$ cat config.mk
export PLATFORM = sky130hd
export DESIGN_NAME = tlul_sram_device_adapter
export DESIGN_NICKNAME = d
export VERILOG_FILES = /design/src/rtl/tlul_sram_device_adapter.sv
export SDC_FILE = /design/constraint.sdc
export NUM_CORES = 1
export LEC_CHECK = 0
export BUFFER_PORTS_ARGS = -buffer_cell sky130_fd_sc_hd__buf_2
export CORE_MARGIN = 2
export CORE_UTILIZATION = 46
export DETAILED_ROUTE_END_ITERATION = 7
export GPL_TIMING_DRIVEN = 0
export PLACE_DENSITY = 0.81
export SYNTH_ARGS = -nofsm -noshare
export SYNTH_HDL_FRONTEND = slang
export SYNTH_SLANG_ARGS = --single-unit
export TNS_END_PERCENT = 10
$ cat constraint.sdc
create_clock -name clk_i -period 3.7 [get_ports clk_i]
set_input_delay 0.185 -clock clk_i [delete_from_list [all_inputs] [get_ports clk_i]]
set_output_delay 0.185 -clock clk_i [all_outputs]
set_load 0.02 [all_outputs]
$ cat src/rtl/tlul_sram_device_adapter.sv
// TL-UL device adapter: turns channel A requests into an SRAM-style req/gnt/rvalid
// port and returns in-order channel D responses, answering illegal requests locally.

package tlul_pkg;
    localparam int TL_AW  = 32;
    localparam int TL_DW  = 32;
    localparam int TL_DBW = TL_DW / 8;
    localparam int TL_SZW = 2;
    localparam int TL_AIW = 8;
    localparam int TL_DIW = 1;

    typedef enum logic [2:0] {
        OP_PUT_FULL    = 3'h0,
        OP_PUT_PARTIAL = 3'h1,
        OP_GET         = 3'h4
    } tl_a_op_e;

    typedef enum logic [2:0] {
        OP_ACCESS_ACK      = 3'h0,
        OP_ACCESS_ACK_DATA = 3'h1
    } tl_d_op_e;

    typedef struct packed {
        logic              a_valid;
        tl_a_op_e          a_opcode;
        logic [2:0]        a_param;
        logic [TL_SZW-1:0] a_size;
        logic [TL_AIW-1:0] a_source;
        logic [TL_AW-1:0]  a_address;
        logic [TL_DBW-1:0] a_mask;
        logic [TL_DW-1:0]  a_data;
        logic              d_ready;
    } tl_h2d_t;

    typedef struct packed {
        logic              d_valid;
        tl_d_op_e          d_opcode;
        logic [2:0]        d_param;
        logic [TL_SZW-1:0] d_size;
        logic [TL_AIW-1:0] d_source;
        logic [TL_DIW-1:0] d_sink;
        logic [TL_DW-1:0]  d_data;
        logic              d_error;
        logic              a_ready;
    } tl_d2h_t;
endpackage

module tlul_sram_device_adapter
    import tlul_pkg::*;
#(
    parameter int SRAM_AW     = 12,
    parameter int OUTSTANDING = 2
) (
    input  logic               clk_i,
    input  logic               rst_i,
    input  tl_h2d_t            tl_d_i,
    output tl_d2h_t            tl_d_o,
    output logic               req_o,
    input  logic               gnt_i,
    output logic               we_o,
    output logic [SRAM_AW-1:0] addr_o,
    output logic [TL_DW-1:0]   wdata_o,
    output logic [TL_DBW-1:0]  be_o,
    input  logic               rvalid_i,
    input  logic [TL_DW-1:0]   rdata_i,
    input  logic               rerr_i
);

    localparam int CNT_W = $clog2(OUTSTANDING + 1);
    localparam int PTR_W = (OUTSTANDING > 1) ? $clog2(OUTSTANDING) : 1;
    localparam logic [CNT_W-1:0] MAX_CNT  = CNT_W'(OUTSTANDING);
    localparam logic [PTR_W-1:0] LAST_PTR = PTR_W'(OUTSTANDING - 1);

    typedef struct packed {
        logic              is_write;
        logic [TL_SZW-1:0] size;
        logic [TL_AIW-1:0] source;
        logic              err;
    } info_t;

    typedef struct packed {
        logic [TL_DW-1:0] data;
        logic             err;
    } rdata_t;

    function automatic logic [PTR_W-1:0] next_ptr(input logic [PTR_W-1:0] ptr);
        return (ptr == LAST_PTR) ? '0 : ptr + PTR_W'(1);
    endfunction

    // ---------------- request check ----------------
    logic              is_put;
    logic              op_ok;
    logic              size_ok;
    logic              align_ok;
    logic              mask_ok;
    logic              full_ok;
    logic              req_err;
    logic [TL_DBW-1:0] lane_mask;

    // NOTE: every always_comb output gets a default first so no path leaves it unassigned (no latch).
    always_comb begin
        lane_mask = '0;
        align_ok  = 1'b0;
        unique case (tl_d_i.a_size)
            2'd0: begin
                lane_mask = 4'b0001 << tl_d_i.a_address[1:0];
                align_ok  = 1'b1;
            end
            2'd1: begin
                lane_mask = tl_d_i.a_address[1] ? 4'b1100 : 4'b0011;
                align_ok  = ~tl_d_i.a_address[0];
            end
            2'd2: begin
                lane_mask = 4'b1111;
                align_ok  = (tl_d_i.a_address[1:0] == 2'b00);
            end
            default: begin
                lane_mask = 4'b1111;
                align_ok  = 1'b0;
            end
        endcase
    end

    assign is_put  = (tl_d_i.a_opcode == OP_PUT_FULL) || (tl_d_i.a_opcode == OP_PUT_PARTIAL);
    assign op_ok   = is_put || (tl_d_i.a_opcode == OP_GET);
    assign size_ok = (tl_d_i.a_size <= 2'd2);
    assign mask_ok = (tl_d_i.a_mask != '0) && ((tl_d_i.a_mask & ~lane_mask) == '0);
    assign full_ok = (tl_d_i.a_opcode != OP_PUT_FULL) || (tl_d_i.a_mask == lane_mask);
    assign req_err = ~(op_ok & size_ok & align_ok & mask_ok & full_ok);

    // ---------------- FIFO state ----------------
    info_t            info_mem [OUTSTANDING];
    rdata_t           data_mem [OUTSTANDING];
    logic [PTR_W-1:0] info_wr, info_rd, data_wr, data_rd;
    logic [CNT_W-1:0] info_cnt, data_cnt;

    logic   space;
    logic   a_accept;
    logic   data_push;
    logic   data_pop;
    logic   head_ready;
    logic   d_hs;
    info_t  head;
    rdata_t dhead;

    // The info FIFO occupancy is exactly the count of accepted, unanswered transactions.
    assign space    = (info_cnt < MAX_CNT);
    assign req_o    = ~rst_i & tl_d_i.a_valid & ~req_err & space;
    assign a_accept = tl_d_i.a_valid & tl_d_o.a_ready;

    assign head       = info_mem[info_rd];
    assign dhead      = data_mem[data_rd];
    assign head_ready = (info_cnt != '0) & (head.err | (data_cnt != '0));
    assign d_hs       = head_ready & tl_d_i.d_ready;
    assign data_pop   = d_hs & ~head.err;
    assign data_push  = rvalid_i & (info_cnt != '0) & (data_cnt != MAX_CNT);

    // NOTE: sequential state uses non-blocking assignments so every flop samples pre-edge values.
    always_ff @(posedge clk_i or posedge rst_i) begin
        if (rst_i) begin
            info_wr  <= '0;
            info_rd  <= '0;
            info_cnt <= '0;
            data_wr  <= '0;
            data_rd  <= '0;
            data_cnt <= '0;
        end else begin
            if (a_accept) info_wr <= next_ptr(info_wr);
            if (d_hs)     info_rd <= next_ptr(info_rd);
            unique case ({a_accept, d_hs})
                2'b10:   info_cnt <= info_cnt + CNT_W'(1);
                2'b01:   info_cnt <= info_cnt - CNT_W'(1);
                default: info_cnt <= info_cnt;
            endcase

            if (data_push) data_wr <= next_ptr(data_wr);
            if (data_pop)  data_rd <= next_ptr(data_rd);
            unique case ({data_push, data_pop})
                2'b10:   data_cnt <= data_cnt + CNT_W'(1);
                2'b01:   data_cnt <= data_cnt - CNT_W'(1);
                default: data_cnt <= data_cnt;
            endcase
        end
    end

    // NOTE: storage arrays are not reset; the reset pointers and counts mark every entry invalid.
    always_ff @(posedge clk_i) begin
        if (a_accept) begin
            info_mem[info_wr] <= '{
                is_write: is_put,
                size:     tl_d_i.a_size,
                source:   tl_d_i.a_source,
                err:      req_err
            };
        end
        if (data_push) begin
            data_mem[data_wr] <= '{data: rdata_i, err: rerr_i};
        end
    end

    // ---------------- memory port ----------------
    assign we_o    = is_put;
    assign addr_o  = tl_d_i.a_address[SRAM_AW+1:2];
    assign wdata_o = tl_d_i.a_data;
    assign be_o    = tl_d_i.a_mask;

    logic unused_tl_bits;
    assign unused_tl_bits = ^{tl_d_i.a_param, tl_d_i.a_address[TL_AW-1:SRAM_AW+2]};

    // ---------------- channel D ----------------
    // Fields are forced to zero while no response is presented so stale entries never leak out.
    always_comb begin
        tl_d_o          = '0;
        tl_d_o.a_ready  = ~rst_i & space & (req_err | gnt_i);
        tl_d_o.d_valid  = head_ready;
        tl_d_o.d_opcode = OP_ACCESS_ACK;
        if (head_ready) begin
            tl_d_o.d_opcode = head.is_write ? OP_ACCESS_ACK : OP_ACCESS_ACK_DATA;
            tl_d_o.d_size   = head.size;
            tl_d_o.d_source = head.source;
            tl_d_o.d_error  = head.err | dhead.err;
            if (head.is_write) begin
                tl_d_o.d_data = '0;
            end else if (head.err) begin
                tl_d_o.d_data = '1;
            end else begin
                tl_d_o.d_data = dhead.data;
            end
        end
    end

endmodule

==> flow_summary.json, run 1 <==
{
  "status": "finished clean",
  "hold_buffers": 25,
  "crit_required_ns": 3.51,
  "dr.pass1.iters": 4,
  "drc": 0,
  "initial_core_util_pct": 46.7,
  "ant_nets": 0,
  "worstPathCellList": "buf_2, mux2i_1, clkbuf_1, a21oi_1, buf_2",
  "clk_latency_ns": 0.36,
  "synth.most_common_cell": "edfxtp_1",
  "critPathMaxFanout": 10,
  "final.min_clock_period_ns": 2.52,
  "rsz0062_at_grt": "false",
  "p_int_mw": 2.45,
  "slowest_delay_ns": 0.68,
  "drive_gt1_share_pct": 46.7,
  "synthArstFlopShare_pct": 8.16,
  "drt_iter0_drc": 93,
  "synth_edf_count": 90,
  "grt_pass1_vias": 2890,
  "io_buffers": 153,
  "max-slew-margin-rel_pct": 32.9,
  "worstMarginPinSlew_ns": 1.00,
  "hold_class": "in -> reg",
  "synth_top_area_cell": "edfxtp_1",
  "cts_resized": 0,
  "final_nets": 641,
  "fillers": 764,
  "endpoint_kind": "output pin",
  "dp_hpwl_um": 6710,
  "ys_ff_latch": 98,
  "cts_tree": "built",
  "netlist_top_cells_count": "90 x edfxtp_1, 55 x buf_4, 45 x mux2i_1",
  "rrSetupSlack_ns": 1.58,
  "clkSlewWorstSetupHoldPaths_ns": 0.09,
  "grt_use_total_pct": 16.9,
  "p_leak_nw": 2.64,
  "synthFlopType": "edfxtp_1",
  "cts_made_buffers": 9,
  "p_total_mw": 4.09,
  "syn_area_mm2": 0.00448,
  "ys_types": 31,
  "grt_start_max_net_pins": 34,
  "power_frac_comb_pct": 46.7,
  "p_switching_mw": 1.63,
  "ctsLongestPathBuffers": 2,
  "vias": 3063,
  "tns_ns": 0,
  "multi_input_area_mm2": 0.00108,
  "avgSynthCellArea_um2": 14.2,
  "worstPathBufferInverterCount": 3,
  "syn_to_final_growth_pct": 31.8,
  "start_kind": "register",
  "cts_max_level": 3,
  "seqCellArea_mm2": 0.00290,
  "clock_sinks": 98,
  "viasPerCell": 4.72,
  "arrival_ns": 2.33,
  "ys.warnings.count": 0,
  "ys_seq_area_share_pct": 64.8,
  "finalSetupViolCount": 0,
  "peakVddDrop_v": 0.000345,
  "overflow": 0,
  "synth.top_cells.by_area": "edfxtp_1 60%, mux2i_1 10%, buf_4 9.2%",
  "drv_cap": 0,
  "power_density_mw_per_mm2": 692,
  "gp_congestion": 0.768,
  "num_rows": 36,
  "wl_um": 9410,
  "period_share_pct": 68.1,
  "syn_inst": 316,
  "fp.dieArea_mm2": 0.0105,
  "hold_viol": 0,
  "diodes": 0,
  "seq_power_share_pct": 38.5,
  "crit_type": "reg -> out",
  "swShare_pct": 39.9,
  "crit_family": "buffers and inverters",
  "root_buffer": "clkbuf_8",
  "fp.dieW_um": 103,
  "die_y_um": 103,
  "post_cts_buffers": 0,
  "clock.fmax_mhz": 397,
  "slowest_stage": "mux2i_1",
  "fin_skew_ns": 0.00638,
  "synth_top_area_share_pct": 60.3,
  "ios": 225,
  "maxSlewViolCount": 0,
  "critical_path.most_common_cell": "buf_2",
  "grt_pass1_wl_um": 13400,
  "post_drt_wl_per_cell_um": 14.5,
  "coreArea_mm2": 0.00959,
  "p_clk_share_pct": 14.8,
  "antenna_found_initial": 0
}
## kinds of logic after synthesis
group	after synthesis	share of synthesized area, %
flip-flops	98	64.8
AO/OA/AOI/OAI	43	5.70
XOR/XNOR	10	1.96
multiplexers	46	10.4
other	1	0.0837
AND/OR/NAND/NOR	35	3.63
buffers and inverters	77	11.8
adder cells (fa/ha/maj)	6	1.68
## layer usage
layer / global-route usage [%] / vias to the layer above / part of all wire, %
li1: - / 1472 / -
met1: 18.0 / 1451 / 37
met2: 32.5 / 124 / 55
met3: 2.17 / 16 / 5.9
met4: 8.41 / 0 / 2.2
met5: 0 / - / 0
## worst paths after layout
| check | startpoint | to | depth (start not counted) |
|---|---|---|---|
| max reg2reg | info_rd | data_cnt[1] | 8 |
| min reg2reg | info_wr | info_wr | 1 |
| min in group asynchronous | rst_i | info_cnt[0] | 3 |
| min | rdata_i[27] | data_mem[1][28] | 1 |
| max in group asynchronous | rst_i | info_rd | 3 |
| max | info_rd | tl_d_o[9] | 5 |
## power groups by stage
stage,sequential [mW],clock [mW],combinational (mW)
floorplan,1.58,0,1.32
global placement,1.60,0,1.82
finish,1.57,0.604,1.91
detailed placement,1.60,0,1.90
global route,1.59,0.664,2.06
CTS,1.57,0.624,1.93
## cell usage in the layout, fill, tap and decap left out, types with 2 or more instances in the layout
master and count:
buf_2 160, edfxtp_1 90, buf_4 55, mux2i_1 45
a21oi_1 37, dlygate4sd3_1 25, nor2_1 20, xnor2_1 9
clkbuf_8 9, inv_1 8, dfrtp_1 8, ha_1 6
conb_1 6, nand2_1 3, clkbuf_1 3, buf_6 3
nor3_1 2, nor4_1 2, nor2_4 2, clkinv_2 2
buf_12 2
## registers in the layout, summed over array words and instances (netlist names)
register,count
data_wr,1
info_rd,1
data_mem,66
info_wr,1
data_cnt,2
info_cnt,2
data_rd,1
info_mem,24
## through the flow
step,hold WS (ns),std cells,instance area (µm²),util (%),setup slack (ns)
5_1_grt,0.000677,649,5900,61.5,0.989
6_report,0.0132,649,5900,61.5,1.18
3_3_place_gp,0.159,607,5430,56.6,0.394
3_5_place_dp,0.166,609,5490,57.2,1.10
4_1_cts,0.000557,649,5900,61.5,1.10
2_1_floorplan,0.000658,321,4500,-,1.16
## layout make-up
cell class              count  area share (%)
inverters                   9           0.572
clock inverters             6           0.721
repair buffers            180            17.9
flip-flops and latches     98            49.2
plain buffers              68            8.35
multi-input cells         146            18.4
clock buffers               9            2.10
well taps                 133            2.82
Note: power is estimated with default switching activity, not from simulation.
==> run 2, diff against run 1 <==
Settings changed: CORE_UTILIZATION 46 to 41, PLACE_DENSITY 0.81 to 0.77.
Clock period 3.7 ns to 2.3 ns, I/O delays scaled along.
==> run 2 against run 1 <==
Clock power rose by 110%; design area rose by 5.7%; routed wire length rose by 2.2%; worst setup slack got worse by 1.1 ns; first-iteration DRC count rose by 8.6%; core utilization fell by 3.5 points; die area rose by 12%.
==> flow_summary.json, run 2 (synthesis results as in run 1) <==
{
  "status": "finished clean",
  "largest_reg_flops": 66,
  "setup_ws_ns": 0.0984,
  "fp.dieW_um": 109,
  "pre_cts_slack_ns": -0.224,
  "clock.fmax_mhz": 454,
  "cts_tree": "built",
  "worstPathCellList": "mux2_4, o32ai_4, inv_2, nand2_8, buf_2, a21oi_1, buf_2",
  "grt_pass1_wl_um": 14200,
  "hold_class": "in -> reg",
  "largest_register": "data_mem",
  "critPathMaxFanout": 7,
  "initial_core_util_pct": 41.7,
  "max-slew-margin-rel_pct": 55.1,
  "finalSetupViolCount": 0,
  "clkSlewWorstSetupHoldPaths_ns": 0.09,
  "p_leak_nw": 2.77,
  "dr.pass1.iters": 6,
  "ctsLongestPathBuffers": 2,
  "cts_max_level": 3,
  "overflow": 0,
  "post-place-cells": 616,
  "crit_type": "reg -> out",
  "fin_area_mm2": 0.00624,
  "ant_nets": 0,
  "vias": 3129,
  "start_kind": "register",
  "critical_path.most_common_cell": "buf_2",
  "viasPerCell": 4.61,
  "power_density_mw_per_mm2": 1130,
  "crit_required_ns": 2.18,
  "worstMarginPinSlew_ns": 0.674,
  "final_core_util_pct": 58.0,
  "peakVddDrop_v": 0.000500,
  "wl_um": 9610,
  "final.min_clock_period_ns": 2.20,
  "grt_start_max_net_pins": 21,
  "drc": 0,
  "final_cell_mix": "160 x buf_2, 90 x edfxtp_1, 59 x buf_4, 44 x mux2i_1, 43 x dlygate4sd3_1",
  "gp_congestion": 0.769,
  "arrival_ns": 2.09,
  "antenna_found_initial": 0,
  "dp_hpwl_um": 6870,
  "coreArea_mm2": 0.0107,
  "ios": 225,
  "hold_viol": 0,
  "drv_cap": 0,
  "clock_sinks": 98,
  "final_nets": 663,
  "grt_use_total_pct": 16.0,
  "period_share_pct": 95.7,
  "num_rows": 38,
  "layout_commonest_cell": "buf_2",
  "endpoint_kind": "output pin",
  "die_y_um": 109,
  "cts_made_buffers": 9,
  "fp.dieArea_mm2": 0.0118,
  "diodes": 0,
  "crit_family": "flip-flops",
  "rsz0062_at_grt": "false",
  "io_buffers": 153,
  "biggestRegsByFlops": "data_mem: 66 flops, info_mem: 24 flops",
  "maxSlewViolCount": 0,
  "slowest_delay_ns": 0.47,
  "post_drt_wl_per_cell_um": 14.2,
  "fin_cells": 679,
  "grt_pass1_vias": 2990,
  "placed_cell_area_mm2": 0.00551,
  "fin_skew_ns": 0.0116,
  "root_buffer": "clkbuf_8",
  "clk_latency_ns": 0.36,
  "drive_gt1_share_pct": 46.9,
  "syn_to_final_growth_pct": 39.2,
  "slowest_stage": "dfrtp_2",
  "drt_iter0_drc": 101,
  "worstPathBufferInverterCount": 3
}
==> run 2: cell type report <==
| class | count | area [µm²] |
|---|---|---|
| clock inverter | 5 | 103 |
| clock buffer | 11 | 131 |
| multi-input combinational | 146 | 1100 |
| timing repair buffer | 203 | 1290 |
| buffer | 67 | 499 |
| tap | 140 | 175 |
| fill | 903 | 4510 |
| inverter | 9 | 33.8 |
| sequential | 98 | 2900 |
==> run 2: timing repair <==
item | 4_1_cts | 5_1_grt
hold buffers | 43 | 0
endpoints found under the hold margin | 92 | 0
resized for setup | 2 | 11
gates cloned | 0 | 1
setup endpoints to repair | 30 | 43
pin swaps | 0 | 2
setup buffers | 0 | 4
==> run 2: stage by stage <==
step	TNS [ns]	hold slack [ns]	power, mW
4_1_cts	0	0.00543	6.99
5_1_grt	0	0.0138	7.43
3_3_place_gp	-75.05	0.0913	5.52
2_1_floorplan	-16.00	-0.0693	4.67
3_5_place_dp	-5.07	0.104	5.66
6_report	0	0.0289	7.03
==> run 2: where the power goes <==
group          switching [mW]  leakage [nW]  total (mW)  internal [mW]
Clock                   0.547         0.114        1.27          0.721
Combinational            1.92          1.74        3.21           1.29
Sequential              0.171         0.916        2.55           2.38
Total                    2.64          2.77        7.03           4.40
==> run 2: worst paths after layout <==
| kind | cells after the start | to | slack [ns] | from |
|---|---|---|---|---|
| min in group asynchronous | 3 | info_cnt[1] | 0.27 | rst_i |
| worst min register to register | 1 | info_wr | 0.53 | info_wr |
| worst min-delay path | 1 | info_mem[1][10] | 0.03 | tl_d_i[78] |
| max in group asynchronous | 3 | info_rd | 1.76 | rst_i |
| worst max-delay path | 7 | tl_d_o[9] | 0.1 | info_rd |
| worst max register to register | 10 | info_cnt[1] | 0.13 | info_rd |
==> run 2: per-layer routing <==
layer / GRT usage (%) / vias up / routed length, µm
li1: - / 1519 / -
met1: 17.4 / 1477 / 3590
met2: 30.5 / 122 / 5290
met3: 2.77 / 11 / 599
met4: 6.32 / 0 / 134
met5: 0 / - / 0
